**src/rtl/stream_demux_1to2_32bit.sv**
```systemverilog
// One-to-two stream demultiplexer: each input word is routed by sel into a
// one-entry holding register per channel, with a per-channel accept counter.
module stream_demux_1to2_32bit #(
    parameter int CNT_W = 8
) (
    input  logic             clk,
    input  logic             reset,
    input  logic             in_valid,
    output logic             in_ready,
    input  logic [31:0]      in_data,
    input  logic             sel,
    output logic             out0_valid,
    input  logic             out0_ready,
    output logic [31:0]      out0_data,
    output logic             out1_valid,
    input  logic             out1_ready,
    output logic [31:0]      out1_data,
    output logic [CNT_W-1:0] cnt0,
    output logic [CNT_W-1:0] cnt1
);

    typedef enum logic {
        EMPTY = 1'b0,
        FULL  = 1'b1
    } chan_state_t;

    logic             out_ready_arr [2];
    logic             valid_arr     [2];
    logic             space_arr     [2];
    logic [31:0]      data_arr      [2];
    logic [CNT_W-1:0] cnt_arr       [2];

    assign out_ready_arr[0] = out0_ready;
    assign out_ready_arr[1] = out1_ready;

    // A channel can take a word if it is empty or is being drained this edge.
    assign in_ready = space_arr[sel];

    genvar gi;
    generate
        for (gi = 0; gi < 2; gi++) begin : g_chan
            chan_state_t      state_reg, state_next;
            logic [31:0]      data_reg, data_next;
            logic [CNT_W-1:0] cnt_reg, cnt_next;
            logic             load;
            logic             drain;

            assign space_arr[gi] = (state_reg == EMPTY) || out_ready_arr[gi];
            assign load          = in_valid && space_arr[gi] && (sel == 1'(gi));
            assign drain         = (state_reg == FULL) && out_ready_arr[gi];

            always_comb begin
                state_next = state_reg;
                data_next  = data_reg;
                cnt_next   = cnt_reg;
                case (state_reg)
                    EMPTY: begin
                        if (load) begin
                            state_next = FULL;
                            data_next  = in_data;
                        end
                    end
                    FULL: begin
                        if (load) begin
                            state_next = FULL;
                            data_next  = in_data;
                        end else if (drain) begin
                            state_next = EMPTY;
                        end
                    end
                    default: state_next = EMPTY;
                endcase
                if (load) begin
                    cnt_next = cnt_reg + {{(CNT_W-1){1'b0}}, 1'b1};
                end
            end

            always_ff @(posedge clk) begin
                if (reset) begin
                    state_reg <= EMPTY;
                    data_reg  <= '0;
                    cnt_reg   <= '0;
                end else begin
                    state_reg <= state_next;
                    data_reg  <= data_next;
                    cnt_reg   <= cnt_next;
                end
            end

            assign valid_arr[gi] = (state_reg == FULL);
            assign data_arr[gi]  = data_reg;
            assign cnt_arr[gi]   = cnt_reg;
        end
    endgenerate

    assign out0_valid = valid_arr[0];
    assign out0_data  = data_arr[0];
    assign cnt0       = cnt_arr[0];
    assign out1_valid = valid_arr[1];
    assign out1_data  = data_arr[1];
    assign cnt1       = cnt_arr[1];

endmodule
```
**config.mk**
```make
export PLATFORM = sky130hd
export DESIGN_NAME = stream_demux_1to2_32bit
export DESIGN_NICKNAME = d
export VERILOG_FILES = /design/src/rtl/stream_demux_1to2_32bit.sv
export SDC_FILE = /design/constraint.sdc
export NUM_CORES = 1
export LEC_CHECK = 0
export ABC_CLOCK_PERIOD_IN_PS = 1400
export CELL_PAD_IN_SITES_DETAIL_PLACEMENT = 0
export CELL_PAD_IN_SITES_GLOBAL_PLACEMENT = 2
export CORE_MARGIN = 2
export CORE_UTILIZATION = 34
export CTS_CLUSTER_DIAMETER = 120
export DETAILED_ROUTE_END_ITERATION = 10
export DONT_BUFFER_PORTS = 1
export PLACE_DENSITY_LB_ADDON = 0.1
export RECOVER_POWER = 100
export REMOVE_ABC_BUFFERS = 1
export SLEW_MARGIN = 25
export SYNTH_ARGS = -nofsm -noshare
export SYNTH_HDL_FRONTEND = slang
export SYNTH_SLANG_ARGS = --single-unit
```
**constraint.sdc**
```tcl
create_clock -name clk -period 1.4 [get_ports clk]
set_input_delay 0.28 -clock clk [delete_from_list [all_inputs] [get_ports clk]]
set_output_delay 0.28 -clock clk [all_outputs]
set_load 0.03 [all_outputs]
```
# Word level (Yosys, flattened, before mapping)
# Cells that the tools add are included.
# totals
word_cells,34
output_inout_bits,83
ff_bits,82
in_bits,38
# classes
n_lt_le_gt_ge,1
muxes,13
n_addsub,2
bitwise,4
n_reduce_logical,8
# ops
cell,n
32-bit two-way mux,2
"8-bit by 1-bit adder with 8-bit output, second input constant",2
1-bit two-way mux,9
1-bit logical AND,6
1-bit case mux with 2 select lines,2
1-bit inverter,3
"2-bit greater-or-equal comparator, second input constant",1
1-bit logical OR,2
1-bit inverter with 2-bit output,1

# Depth between registers and ports, before layout
# Gate-level depths: netlist of the first run.
# depth
ltp_word,6
mapped_depth,7

# Worst setup path after synthesis of the first run
# No wires, ideal clock.
# synth_timing
path_kind,register to register
startpoint,reg g_chan[0].cnt_reg[2] (netlist: cnt0[2])
endpoint,reg g_chan[0].cnt_reg[7] (netlist: cnt0[7])
synth_period_minus_slack_ns,1.564
setup_ns,0.070
path_slack_ns,-0.164
arrival_ns,1.494
stages_incl_launch_ff,5
cell_sequence,dfxtp_1 -> nand3_2 -> nor4_4 -> or3b_1 -> a21oi_1
# synth_between
elab_chain_cells,1
# synth_lines
element,line,source
"start, declared",44,"logic [CNT_W-1:0] cnt_reg, cnt_next;"
"start signal, assigned",86,cnt_reg <= cnt_next;
8-bit by 1-bit adder with 8-bit output,74,"cnt_next = cnt_reg + {{(CNT_W-1){1'b0}}, 1'b1};"
# No other way between the ends.
# A chain may end at the register's enable or synchronous reset.

# Final worst setup path of the first run
# layout_timing
startpoint,reg g_chan[0].cnt_reg[0] (netlist: cnt0[0])
endpoint,reg g_chan[0].cnt_reg[7] (netlist: cnt0[7])
# The elaborated chain is that of the path after synthesis.

==> impl_metrics.xml, run 1 <==
<?xml version="1.0" encoding="UTF-8"?>
<metrics>
  <group name="outcome">
    <metric name="outcome" unit="">finished with violations</metric>
    <metric name="violated_checks" unit="">negative hold slack</metric>
  </group>
  <group name="power_and_ir_drop">
    <metric name="design_power_total" unit="mW">4.70</metric>
    <metric name="seq_power_share" unit="%">56.8</metric>
    <metric name="power_leakage" unit="nW">1.26</metric>
    <metric name="clkPwrFrac" unit="%">36.6</metric>
    <metric name="switching_component_of_the_power" unit="mW">1.31</metric>
    <metric name="internal_power" unit="mW">3.38</metric>
    <metric name="p_sw_share" unit="%">27.9</metric>
    <metric name="max-vdd-ir-drop" unit="mV">0.455</metric>
    <metric name="combPwrFrac" unit="%">6.7</metric>
    <metric name="power_per_cell_area" unit="nW/um2">1330</metric>
  </group>
  <group name="routing">
    <metric name="iteration_0_drc_count_of_the_detailed_router" unit="">72</metric>
    <metric name="route.detailed.wl_per_inst" unit="um">15.7</metric>
    <metric name="drtPass1Iterations" unit="">4</metric>
    <metric name="dr_total_vias" unit="">2441</metric>
    <metric name="vias_per_cell" unit="">4.88</metric>
    <metric name="detail-route-antenna-nets" unit="">0</metric>
    <metric name="number_of_design_rule_violations_left_after_detail_routing" unit="">0</metric>
    <metric name="routed_wl" unit="um">7860</metric>
  </group>
  <group name="setup_path">
    <metric name="cp_slowest_stage_delay" unit="ns">0.42</metric>
    <metric name="rr_startpoint" unit="">cnt0[0]$_SDFFE_PP0P_</metric>
    <metric name="critPathLaunch" unit="">cnt0[0]$_SDFFE_PP0P_</metric>
    <metric name="worst-endpoint-required" unit="ns">1.68</metric>
    <metric name="path_max_fanout" unit="">4</metric>
    <metric name="crit_path_dat" unit="ns">1.68</metric>
    <metric name="worstSetupStartpointType" unit="">flip-flop</metric>
    <metric name="crit_path_top_delay_cell" unit="">sky130_fd_sc_hd__dfxtp_1</metric>
    <metric name="timing.critical_path.to_type" unit="">flip-flop</metric>
    <metric name="worst_setup_path_class" unit="">reg2reg</metric>
    <metric name="critical_path.cell_chain" unit="">nand3_2 -&gt; nor4_4 -&gt; or3b_1 -&gt; a21oi_1</metric>
  </group>
  <group name="die">
    <metric name="design.die.area" unit="um2">9600</metric>
    <metric name="pin_count" unit="">121</metric>
    <metric name="core" unit="um2">8640</metric>
    <metric name="starting_density_of_the_core" unit="%">34.8</metric>
    <metric name="die-height" unit="um">98.0</metric>
    <metric name="num_rows" unit="">34</metric>
    <metric name="die_width" unit="um">98.0</metric>
  </group>
  <group name="cells_and_area">
    <metric name="final_cell_mix" unit="">139 x sky130_fd_sc_hd__nand2_1, 79 x sky130_fd_sc_hd__dfxtp_1, 69 x sky130_fd_sc_hd__a21oi_1</metric>
    <metric name="final_nets" unit="">427</metric>
    <metric name="most_common_cell_after_layout_fill_and_taps_aside" unit="">sky130_fd_sc_hd__nand2_1</metric>
    <metric name="final.fill_count" unit="">928</metric>
    <metric name="final_util" unit="%">40.8</metric>
    <metric name="area_delta_synth_final" unit="%">17.4</metric>
    <metric name="final_design_area_no_fill" unit="um2">3520</metric>
    <metric name="drive_gt1_share" unit="%">13.5</metric>
    <metric name="antenna_cells" unit="">0</metric>
    <metric name="fin_cells" unit="">500</metric>
  </group>
  <group name="sta">
    <metric name="fin_skew" unit="ns">0.00968</metric>
    <metric name="setup_tns" unit="ns">0</metric>
    <metric name="grt_setup_unrepaired" unit="">yes</metric>
    <metric name="finalSetupViolations" unit="">0</metric>
    <metric name="maximum_frequency_from_static_timing_analysis" unit="MHz">714</metric>
    <metric name="report.final.slew_viol_count" unit="">0</metric>
    <metric name="final.setup.worst_slack" unit="ns">0.000403</metric>
    <metric name="final.min_clock_period" unit="ns">1.40</metric>
    <metric name="slew_headroom" unit="%">75.3</metric>
    <metric name="final_min_period_over_clock_period" unit="%">100</metric>
    <metric name="finalHoldViolations" unit="">4</metric>
    <metric name="hold_ws" unit="ns">-0.0142</metric>
    <metric name="worst-slew-pin-transition" unit="ns">0.371</metric>
  </group>
  <group name="worst_hold_path">
    <metric name="hp-class" unit="">in2reg</metric>
    <metric name="worstHoldStart" unit="">reset</metric>
  </group>
  <group name="cts">
    <metric name="worst_skew_pair.late_latency" unit="ns">0.35</metric>
    <metric name="hold_buffers" unit="">1</metric>
    <metric name="clock_sink_count" unit="">82</metric>
    <metric name="clk_path_buf_depth" unit="">2</metric>
    <metric name="h-tree-depth" unit="">3</metric>
    <metric name="tritoncts" unit="">done</metric>
    <metric name="clk_transition_reported_paths" unit="ns">0.09</metric>
    <metric name="cts_made_buffers" unit="">9</metric>
    <metric name="cts_root_buf" unit="">sky130_fd_sc_hd__clkbuf_8</metric>
  </group>
  <group name="global_routing">
    <metric name="grt_pass1_vias" unit="">2397</metric>
    <metric name="grt_antenna_before_repair" unit="">0</metric>
    <metric name="groute.usage.overall" unit="%">16.5</metric>
    <metric name="grt_remaining_overflow" unit="">0</metric>
    <metric name="wire_length_of_the_first_global_routing_pass" unit="um">12600</metric>
    <metric name="maximum_number_of_pins_on_one_net_before_global_route_repair" unit="">83</metric>
  </group>
  <group name="placed_design">
    <metric name="place_ws" unit="ns">-0.00334</metric>
    <metric name="hpwl" unit="um">4880</metric>
    <metric name="routabilityCongestion" unit="">0.749</metric>
    <metric name="dpl.cell_count" unit="">481</metric>
    <metric name="detailed_place.area" unit="um2">3290</metric>
    <metric name="port_buffers" unit="">0</metric>
  </group>
  <group name="logic_synthesis">
    <metric name="yosysSeqAreaShare" unit="%">54.7</metric>
    <metric name="synth_warnings" unit="">0</metric>
    <metric name="syn_avg_cell_area" unit="um2">8.11</metric>
    <metric name="yosys_register_bits" unit="">82</metric>
    <metric name="synth_cells" unit="">370</metric>
    <metric name="netlist_area" unit="um2">3000</metric>
    <metric name="post_synth_num_cell_types" unit="">26</metric>
  </group>
  <group name="job">
    <metric name="max_cap_violations" unit="">0</metric>
  </group>
</metrics>
cells in the mapped netlist:
library cell | count | area, um2
sky130_fd_sc_hd__nand4_1 | 1 | 6.26
sky130_fd_sc_hd__nand2_1 | 139 | 522
sky130_fd_sc_hd__nor3b_1 | 1 | 7.51
sky130_fd_sc_hd__nor4b_1 | 2 | 17.5
sky130_fd_sc_hd__nor2_1 | 16 | 60.1
sky130_fd_sc_hd__nor2b_1 | 2 | 12.5
sky130_fd_sc_hd__and2b_4 | 1 | 10.0
sky130_fd_sc_hd__ha_1 | 2 | 25.0
sky130_fd_sc_hd__nand2b_4 | 1 | 13.8
sky130_fd_sc_hd__dfxtp_1 | 82 | 1640
sky130_fd_sc_hd__xor2_1 | 1 | 8.76
sky130_fd_sc_hd__buf_1 | 1 | 3.75
sky130_fd_sc_hd__nand3_2 | 1 | 10.0
sky130_fd_sc_hd__nand2b_1 | 1 | 6.26
sky130_fd_sc_hd__nor4_1 | 4 | 25.0
sky130_fd_sc_hd__nor4_4 | 1 | 21.3
sky130_fd_sc_hd__buf_2 | 9 | 45.0
sky130_fd_sc_hd__or2_1 | 1 | 6.26
sky130_fd_sc_hd__xnor2_1 | 12 | 105
sky130_fd_sc_hd__nor2_2 | 2 | 12.5
sky130_fd_sc_hd__or3b_1 | 1 | 8.76
sky130_fd_sc_hd__nor3_1 | 2 | 10.0
sky130_fd_sc_hd__clkbuf_1 | 13 | 48.8
sky130_fd_sc_hd__nand3_1 | 4 | 20.0
sky130_fd_sc_hd__a21oi_1 | 69 | 345
sky130_fd_sc_hd__o41ai_1 | 1 | 8.76
worst paths after layout:
kind	endpoint	slack, ns	cells after the start
worst max-delay path	cnt0[7]$_SDFFE_PP0P_	0.0004	4
worst min-delay path	out0_data[27]$_SDFFE_PP0P_	-0.01	1
worst max register to register	cnt0[7]$_SDFFE_PP0P_	0.0004	4
worst min register to register	cnt1[1]$_SDFFE_PP0P_	0.49	2
what timing repair did:
item / 4_1_cts / 5_1_grt
setup endpoints to repair: 2 / 25
pin swaps: 1 / 1
hold endpoints to repair: 82 / 78
resized for setup: 5 / 2
buffers inserted: 2 / 0
registers in the layout, indices dropped and copies added (netlist names):
| signal | count |
|---|---|
| cnt0 | 8 |
| cnt1 | 8 |
| out0_data | 32 |
| out0_valid | 1 |
| out1_data | 32 |
| out1_valid | 1 |
layout make-up:
type                            instances  area [um2]  share of cell area (%)
Sequential cell                        82        1650                    46.7
Multi-Input combinational cell        265        1270                    36.2
Timing Repair Buffer                   29         274                    7.77
Tap cell                              108         135                    3.83
Clock buffer                           10         128                    3.62
Clock inverter                          6        67.6                    1.92
critical path, delay by kind of cell, from the launching register on:
| family | cells | cell delay, ns |
|---|---|---|
| compound gates | 1 | 0.12 |
| flops | 1 | 0.42 |
| simple gates | 3 | 0.79 |
metal layers:
metal	track usage (%)	wire length (um)
met4	6.73	112
met1	19.3	3270
met2	26.5	3680
met3	7.30	799
met5	0	0
cells by family (layout without fill, tap and decap cells):
group	after synthesis	in the layout	share of synthesized area (%)
flip-flops	82	82	54.7
buffers and inverters	23	45	3.25
XOR/XNOR	13	13	3.79
adder cells (fa/ha/maj)	2	2	0.834
AND/OR/NAND/NOR	180	180	25.6
AO/OA/AOI/OAI	70	70	11.8
power by group through the flow:
stage	combinational [mW]	clock, mW	sequential [mW]
2_1_floorplan	0.175	0	2.72
3_3_place_gp	0.308	0	2.72
3_5_place_dp	0.312	0	2.72
4_1_cts	0.319	1.79	2.67
6_report	0.314	1.72	2.67
5_1_grt	0.359	1.87	2.68
Note: power is estimated with default switching activity, not from simulation.
==> run 2, diff against run 1 <==
--- a/config.mk
+++ b/config.mk
@@ -5,11 +5,13 @@
 export SDC_FILE = /design/constraint.sdc
 export NUM_CORES = 1
 export LEC_CHECK = 0
-export ABC_CLOCK_PERIOD_IN_PS = 1400
+export ABC_CLOCK_PERIOD_IN_PS = 1700
+export CAP_MARGIN = 0
 export CELL_PAD_IN_SITES_DETAIL_PLACEMENT = 0
 export CELL_PAD_IN_SITES_GLOBAL_PLACEMENT = 2
+export CORE_ASPECT_RATIO = 1.75
 export CORE_MARGIN = 2
-export CORE_UTILIZATION = 34
+export CORE_UTILIZATION = 36
 export CTS_CLUSTER_DIAMETER = 120
 export DETAILED_ROUTE_END_ITERATION = 10
 export DONT_BUFFER_PORTS = 1
==> constraint.sdc (replaced) <==
create_clock -name clk -period 1.7 [get_ports clk]
set_input_delay 0.34 -clock clk [delete_from_list [all_inputs] [get_ports clk]]
set_output_delay 0.34 -clock clk [all_outputs]
set_load 0.03 [all_outputs]
==> impl_metrics.xml, run 2 (synthesized netlist as in run 1, its figures left out) <==
<?xml version="1.0" encoding="UTF-8"?>
<metrics>
  <group name="setup_path">
    <metric name="reg2regPathDepth" unit="">4</metric>
    <metric name="worstPathBufferInverterCount" unit="">0</metric>
    <metric name="path_max_fanout" unit="">4</metric>
    <metric name="timing.critical_path.to_type" unit="">flip-flop</metric>
    <metric name="worst_setup_path_class" unit="">reg2reg</metric>
    <metric name="crit_path_top_delay_cell" unit="">sky130_fd_sc_hd__nor4_1</metric>
    <metric name="crit_cells" unit="">4</metric>
    <metric name="crit_path_dat" unit="ns">1.84</metric>
    <metric name="worstSetupStartpointType" unit="">flip-flop</metric>
    <metric name="worst-endpoint-required" unit="ns">1.95</metric>
    <metric name="critical_path.cell_chain" unit="">nand3_1 -&gt; nor4_1 -&gt; or3b_1 -&gt; a21oi_1</metric>
    <metric name="crit_family" unit="">simple AND/OR/NAND/NOR gates</metric>
    <metric name="cp_slowest_stage_delay" unit="ns">0.43</metric>
  </group>
  <group name="cts">
    <metric name="cts_post_setup_buffers_inserted" unit="">0</metric>
    <metric name="cts_root_buf" unit="">sky130_fd_sc_hd__clkbuf_16</metric>
    <metric name="clk_transition_reported_paths" unit="ns">0.06</metric>
    <metric name="tritoncts" unit="">done</metric>
    <metric name="clock_sink_count" unit="">82</metric>
    <metric name="ctsResizeCount" unit="">0</metric>
    <metric name="h-tree-depth" unit="">3</metric>
    <metric name="worst_skew_pair.late_latency" unit="ns">0.33</metric>
    <metric name="cts_made_buffers" unit="">9</metric>
    <metric name="hold_buffers" unit="">0</metric>
    <metric name="clk_path_buf_depth" unit="">2</metric>
  </group>
  <group name="routing">
    <metric name="route.detailed.wl_per_inst" unit="um">16.6</metric>
    <metric name="routed_wl" unit="um">7990</metric>
    <metric name="iteration_0_drc_count_of_the_detailed_router" unit="">115</metric>
    <metric name="vias_per_cell" unit="">5.01</metric>
    <metric name="drtPass1Iterations" unit="">4</metric>
    <metric name="number_of_design_rule_violations_left_after_detail_routing" unit="">0</metric>
    <metric name="detail-route-antenna-nets" unit="">0</metric>
    <metric name="dr_total_vias" unit="">2403</metric>
  </group>
  <group name="sta">
    <metric name="finalSetupViolations" unit="">0</metric>
    <metric name="report.final.slew_viol_count" unit="">0</metric>
    <metric name="maximum_frequency_from_static_timing_analysis" unit="MHz">631</metric>
    <metric name="final_min_period_over_clock_period" unit="%">93.2</metric>
    <metric name="fin_skew" unit="ns">0.00445</metric>
    <metric name="setup_tns" unit="ns">0</metric>
    <metric name="final.min_clock_period" unit="ns">1.58</metric>
    <metric name="grt_setup_unrepaired" unit="">no</metric>
    <metric name="finalHoldViolations" unit="">0</metric>
    <metric name="slew_headroom" unit="%">64.0</metric>
    <metric name="worst-slew-pin-transition" unit="ns">0.540</metric>
  </group>
  <group name="power_and_ir_drop">
    <metric name="design_power_total" unit="mW">4.24</metric>
    <metric name="power_leakage" unit="nW">1.20</metric>
    <metric name="max-vdd-ir-drop" unit="mV">0.573</metric>
    <metric name="power_per_cell_area" unit="nW/um2">1250</metric>
  </group>
  <group name="job">
    <metric name="max_cap_violations" unit="">0</metric>
  </group>
  <group name="outcome">
    <metric name="outcome" unit="">finished clean</metric>
  </group>
  <group name="cells_and_area">
    <metric name="final_cell_mix" unit="">139 x sky130_fd_sc_hd__nand2_1, 82 x sky130_fd_sc_hd__dfxtp_1, 69 x sky130_fd_sc_hd__a21oi_1</metric>
    <metric name="most_common_cell_after_layout_fill_and_taps_aside" unit="">sky130_fd_sc_hd__nand2_1</metric>
    <metric name="final_design_area_no_fill" unit="um2">3400</metric>
    <metric name="area_delta_synth_final" unit="%">13.4</metric>
    <metric name="fin_cells" unit="">480</metric>
    <metric name="drive_gt1_share" unit="%">6.70</metric>
    <metric name="final.fill_count" unit="">888</metric>
    <metric name="final_nets" unit="">423</metric>
    <metric name="antenna_cells" unit="">0</metric>
  </group>
  <group name="die">
    <metric name="die_width" unit="um">73.0</metric>
    <metric name="core" unit="um2">8200</metric>
    <metric name="num_rows" unit="">44</metric>
    <metric name="pin_count" unit="">121</metric>
    <metric name="starting_density_of_the_core" unit="%">36.6</metric>
    <metric name="design.die.area" unit="um2">9110</metric>
    <metric name="die-height" unit="um">125</metric>
  </group>
  <group name="placed_design">
    <metric name="routabilityCongestion" unit="">0.758</metric>
    <metric name="dpl.cell_count" unit="">464</metric>
    <metric name="hpwl" unit="um">5320</metric>
    <metric name="port_buffers" unit="">0</metric>
    <metric name="detailed_place.area" unit="um2">3220</metric>
  </group>
  <group name="global_routing">
    <metric name="groute.usage.overall" unit="%">17.9</metric>
    <metric name="wire_length_of_the_first_global_routing_pass" unit="um">12600</metric>
    <metric name="maximum_number_of_pins_on_one_net_before_global_route_repair" unit="">83</metric>
    <metric name="grt_antenna_before_repair" unit="">0</metric>
    <metric name="grt_remaining_overflow" unit="">0</metric>
    <metric name="grt_pass1_vias" unit="">2381</metric>
  </group>
  <group name="worst_hold_path">
    <metric name="hold_path_depth" unit="">1</metric>
    <metric name="hp-class" unit="">in2reg</metric>
  </group>
</metrics>
-- run 2: changes by cell type in the layout (fill, tap and decap cells not counted), sizes merged --
cell,change
clkinvlp,-2
dlygate4sd3,-1
clkbuf,+21
bufinv,-1
clkinv,-1
buf,-20
-- run 2: cell type report --
class	instances	area, um2	share of cell area (%)
clock buffers	14	274	8.05
clock inverters	2	10.0	0.294
multi-input cells	265	1240	36.3
flip-flops and latches	82	1640	48.2
well taps	92	115	3.38
repair buffers	25	126	3.71
-- run 2: power breakdown --
part           total (mW)  internal (mW)  switching, mW
combinational       0.220         0.0763          0.144
clock                1.82           1.10          0.714
sequential           2.20           2.00          0.198
-- run 2: layer usage --
metal / GRT usage [%] / part of all wire [%] / wire [um]
met1: 19.9 / 40 / 3160
met2: 30.7 / 52 / 4140
met3: 6.31 / 7.3 / 587
met4: 6.54 / 1.2 / 97
met5: 0 / 0 / 0
-- run 2: final timing paths --
kind / startpoint / to / slack, ns
setup reg to reg: cnt0[0]$_SDFFE_PP0P_ / cnt0[7]$_SDFFE_PP0P_ / 0.12
hold reg to reg: cnt1[1]$_SDFFE_PP0P_ / cnt1[1]$_SDFFE_PP0P_ / 0.48
setup / recovery: cnt0[0]$_SDFFE_PP0P_ / cnt0[7]$_SDFFE_PP0P_ / 0.12
hold / removal: reset / out1_data[28]$_SDFFE_PP0P_ / 0.08
-- run 2: through the flow --
step	hold WS, ns	setup slack [ns]	util (%)
after global routing	0.0669	0.0317	41.5
after global placement	0.415	0.299	39.2
after floorplan	0.409	-0.217	-
after detailed placement	0.418	0.268	39.2
final	0.0805	0.115	41.5
after CTS	0.0656	0.109	42.7
==> run 3, diff against run 2 <==
--- a/config.mk
+++ b/config.mk
@@ -15,8 +15,8 @@
 export CTS_CLUSTER_DIAMETER = 120
 export DETAILED_ROUTE_END_ITERATION = 10
 export DONT_BUFFER_PORTS = 1
+export GPL_TIMING_DRIVEN = 0
 export PLACE_DENSITY_LB_ADDON = 0.1
-export RECOVER_POWER = 100
 export REMOVE_ABC_BUFFERS = 1
 export SLEW_MARGIN = 25
 export SYNTH_ARGS = -nofsm -noshare
==> impl_metrics.xml, run 3 (synthesized netlist as in run 1, its figures left out) <==
<?xml version="1.0" encoding="UTF-8"?>
<metrics>
  <group name="cells_and_area">
    <metric name="fin_cells" unit="">460</metric>
    <metric name="antenna_cells" unit="">0</metric>
    <metric name="final_design_area_no_fill" unit="um2">3450</metric>
    <metric name="area_delta_synth_final" unit="%">14.9</metric>
    <metric name="final_nets" unit="">404</metric>
    <metric name="most_common_cell_after_layout_fill_and_taps_aside" unit="">sky130_fd_sc_hd__nand2_1</metric>
    <metric name="final_cell_mix" unit="">138 x sky130_fd_sc_hd__nand2_1, 78 x sky130_fd_sc_hd__dfxtp_1, 68 x sky130_fd_sc_hd__a21oi_1</metric>
    <metric name="drive_gt1_share" unit="%">8.70</metric>
  </group>
  <group name="die">
    <metric name="starting_density_of_the_core" unit="%">36.6</metric>
    <metric name="design.die.area" unit="um2">9110</metric>
    <metric name="core" unit="um2">8200</metric>
    <metric name="die-height" unit="um">125</metric>
    <metric name="die_width" unit="um">73.0</metric>
    <metric name="pin_count" unit="">121</metric>
    <metric name="num_rows" unit="">44</metric>
  </group>
  <group name="placed_design">
    <metric name="place_ws" unit="ns">-0.583</metric>
    <metric name="port_buffers" unit="">0</metric>
    <metric name="routabilityCongestion" unit="">0.692</metric>
    <metric name="detailed_place.area" unit="um2">3090</metric>
    <metric name="hpwl" unit="um">4910</metric>
    <metric name="dpl.cell_count" unit="">441</metric>
  </group>
  <group name="sta">
    <metric name="maximum_frequency_from_static_timing_analysis" unit="MHz">623</metric>
    <metric name="finalSetupViolations" unit="">0</metric>
    <metric name="final.setup.worst_slack" unit="ns">0.0943</metric>
    <metric name="report.final.slew_viol_count" unit="">0</metric>
    <metric name="slew_headroom" unit="%">68.9</metric>
    <metric name="finalHoldViolations" unit="">0</metric>
    <metric name="grt_setup_unrepaired" unit="">no</metric>
    <metric name="final.min_clock_period" unit="ns">1.61</metric>
    <metric name="final_min_period_over_clock_period" unit="%">94.5</metric>
    <metric name="worst-slew-pin-transition" unit="ns">0.466</metric>
    <metric name="fin_skew" unit="ns">0.00307</metric>
  </group>
  <group name="power_and_ir_drop">
    <metric name="seq_power_share" unit="%">50.1</metric>
    <metric name="p_sw_share" unit="%">24.1</metric>
    <metric name="switching_component_of_the_power" unit="mW">1.07</metric>
    <metric name="combPwrFrac" unit="%">4.9</metric>
    <metric name="power_per_cell_area" unit="nW/um2">1290</metric>
    <metric name="internal_power" unit="mW">3.37</metric>
    <metric name="max-vdd-ir-drop" unit="mV">0.542</metric>
    <metric name="clkPwrFrac" unit="%">45.0</metric>
    <metric name="power_leakage" unit="nW">1.19</metric>
  </group>
  <group name="cts">
    <metric name="cts_root_buf" unit="">sky130_fd_sc_hd__clkbuf_16</metric>
    <metric name="clk_path_buf_depth" unit="">2</metric>
    <metric name="tritoncts" unit="">done</metric>
    <metric name="h-tree-depth" unit="">3</metric>
    <metric name="clock_sink_count" unit="">82</metric>
    <metric name="cts_made_buffers" unit="">9</metric>
    <metric name="worst_skew_pair.late_latency" unit="ns">0.33</metric>
    <metric name="clk_transition_reported_paths" unit="ns">0.06</metric>
    <metric name="hold_buffers" unit="">0</metric>
  </group>
  <group name="setup_path">
    <metric name="worstSetupStartpointType" unit="">flip-flop</metric>
    <metric name="critical_path.cell_chain" unit="">nor2b_4 -&gt; a21oi_4</metric>
    <metric name="cp_slowest_stage_delay" unit="ns">0.52</metric>
    <metric name="crit_path_top_delay_cell" unit="">sky130_fd_sc_hd__dfxtp_1</metric>
    <metric name="timing.critical_path.to_type" unit="">primary output</metric>
    <metric name="crit_path_dat" unit="ns">1.27</metric>
    <metric name="worst-endpoint-required" unit="ns">1.36</metric>
    <metric name="worstPathBufferInverterCount" unit="">0</metric>
    <metric name="path_max_fanout" unit="">5</metric>
    <metric name="worst_setup_path_class" unit="">reg2out</metric>
    <metric name="crit_family" unit="">flip-flops</metric>
  </group>
  <group name="routing">
    <metric name="vias_per_cell" unit="">5.08</metric>
    <metric name="drtPass1Iterations" unit="">4</metric>
    <metric name="detail-route-antenna-nets" unit="">0</metric>
    <metric name="number_of_design_rule_violations_left_after_detail_routing" unit="">0</metric>
    <metric name="iteration_0_drc_count_of_the_detailed_router" unit="">156</metric>
    <metric name="routed_wl" unit="um">8000</metric>
    <metric name="dr_total_vias" unit="">2339</metric>
    <metric name="route.detailed.wl_per_inst" unit="um">17.4</metric>
  </group>
  <group name="worst_hold_path">
    <metric name="hp-class" unit="">in2reg</metric>
  </group>
  <group name="global_routing">
    <metric name="wire_length_of_the_first_global_routing_pass" unit="um">12200</metric>
    <metric name="grt_remaining_overflow" unit="">0</metric>
    <metric name="maximum_number_of_pins_on_one_net_before_global_route_repair" unit="">83</metric>
    <metric name="grt_pass1_vias" unit="">2283</metric>
    <metric name="groute.usage.overall" unit="%">17.5</metric>
    <metric name="grt_antenna_before_repair" unit="">0</metric>
  </group>
  <group name="job">
    <metric name="max_cap_violations" unit="">0</metric>
  </group>
  <group name="outcome">
    <metric name="outcome" unit="">finished clean</metric>
  </group>
</metrics>
[run 3: cell types whose count changed in the layout (fill, tap and decap cells not counted), moves of 2 or more]
cell and delta:
sky130_fd_sc_hd__dfxtp_1 -4, sky130_fd_sc_hd__nor2_4 +2, sky130_fd_sc_hd__dfxtp_2 +4, sky130_fd_sc_hd__clkbuf_8 -3, sky130_fd_sc_hd__buf_16 +2, sky130_fd_sc_hd__buf_4 -4, sky130_fd_sc_hd__bufinv_16 +2, sky130_fd_sc_hd__clkbuf_1 -14
[run 3: cell type report]
cell class,instances,area (um2)
multi-input cells,266,1310
fillers,876,4750
clock buffers,12,236
clock inverters,3,65.1
repair buffers,5,77.6
flip-flops and latches,82,1650
well taps,92,115
[run 3: layer usage]
layer  global-route usage [%]  vias up  part of all wire [%]
met3                     7.36        8                   8.6
met5                        0        -                     0
met1                     20.4     1069                    41
met4                     7.19        0                   1.4
li1                         -     1184                     -
met2                     27.6       78                    49
[run 3: worst paths after layout]
| path | from | endpoint | slack [ns] | cells after the start |
|---|---|---|---|---|
| setup / recovery | out1_valid$_SDFF_PP0_ | in_ready | 0.09 | 2 |
| hold / removal | reset | out1_data[28]$_SDFFE_PP0P_ | 0.08 | 1 |
| setup reg to reg | cnt1[0]$_SDFFE_PP0P_ | cnt1[4]$_SDFFE_PP0P_ | 0.13 | 5 |
| hold reg to reg | cnt0[1]$_SDFFE_PP0P_ | cnt0[1]$_SDFFE_PP0P_ | 0.56 | 2 |
[run 3: power groups by stage]
stage	clock [mW]	combinational [mW]	sequential (mW)
finish	2.00	0.217	2.22
global placement	0	0.186	2.26
global route	2.14	0.251	2.23
floorplan	0	0.144	2.24
detailed placement	0	0.209	2.27
CTS	2.05	0.217	2.22
[run 3: repair_timing]
action | 4_1_cts | 5_1_grt
pin swaps | 0 | 1
gates resized for setup | 8 | 2
setup buffers | 2 | 1
cloned | 0 | 1
endpoints found under the setup margin | 42 | 15
hold endpoints to repair | 0 | 0
[run 3: metrics by stage]
step	setup TNS, ns	hold slack, ns	total power [mW]	util [%]
4_1_cts	0	0.0617	4.50	41.8
2_1_floorplan	-7.18	0.409	2.39	-
5_1_grt	0	0.0610	4.62	42.0
3_3_place_gp	-49.88	0.415	2.45	36.8
6_report	0	0.0758	4.44	42.0
3_5_place_dp	-19.19	0.417	2.47	37.6
[run 3: worst register-to-register path, stage by stage, from the launching register on]
cell and delay (ns):
sky130_fd_sc_hd__dfxtp_1 0.61, sky130_fd_sc_hd__ha_1 0.27, sky130_fd_sc_hd__nand2_1 0.06, sky130_fd_sc_hd__nor4b_1 0.32, sky130_fd_sc_hd__xnor2_1 0.16, sky130_fd_sc_hd__nor2_1 0.05
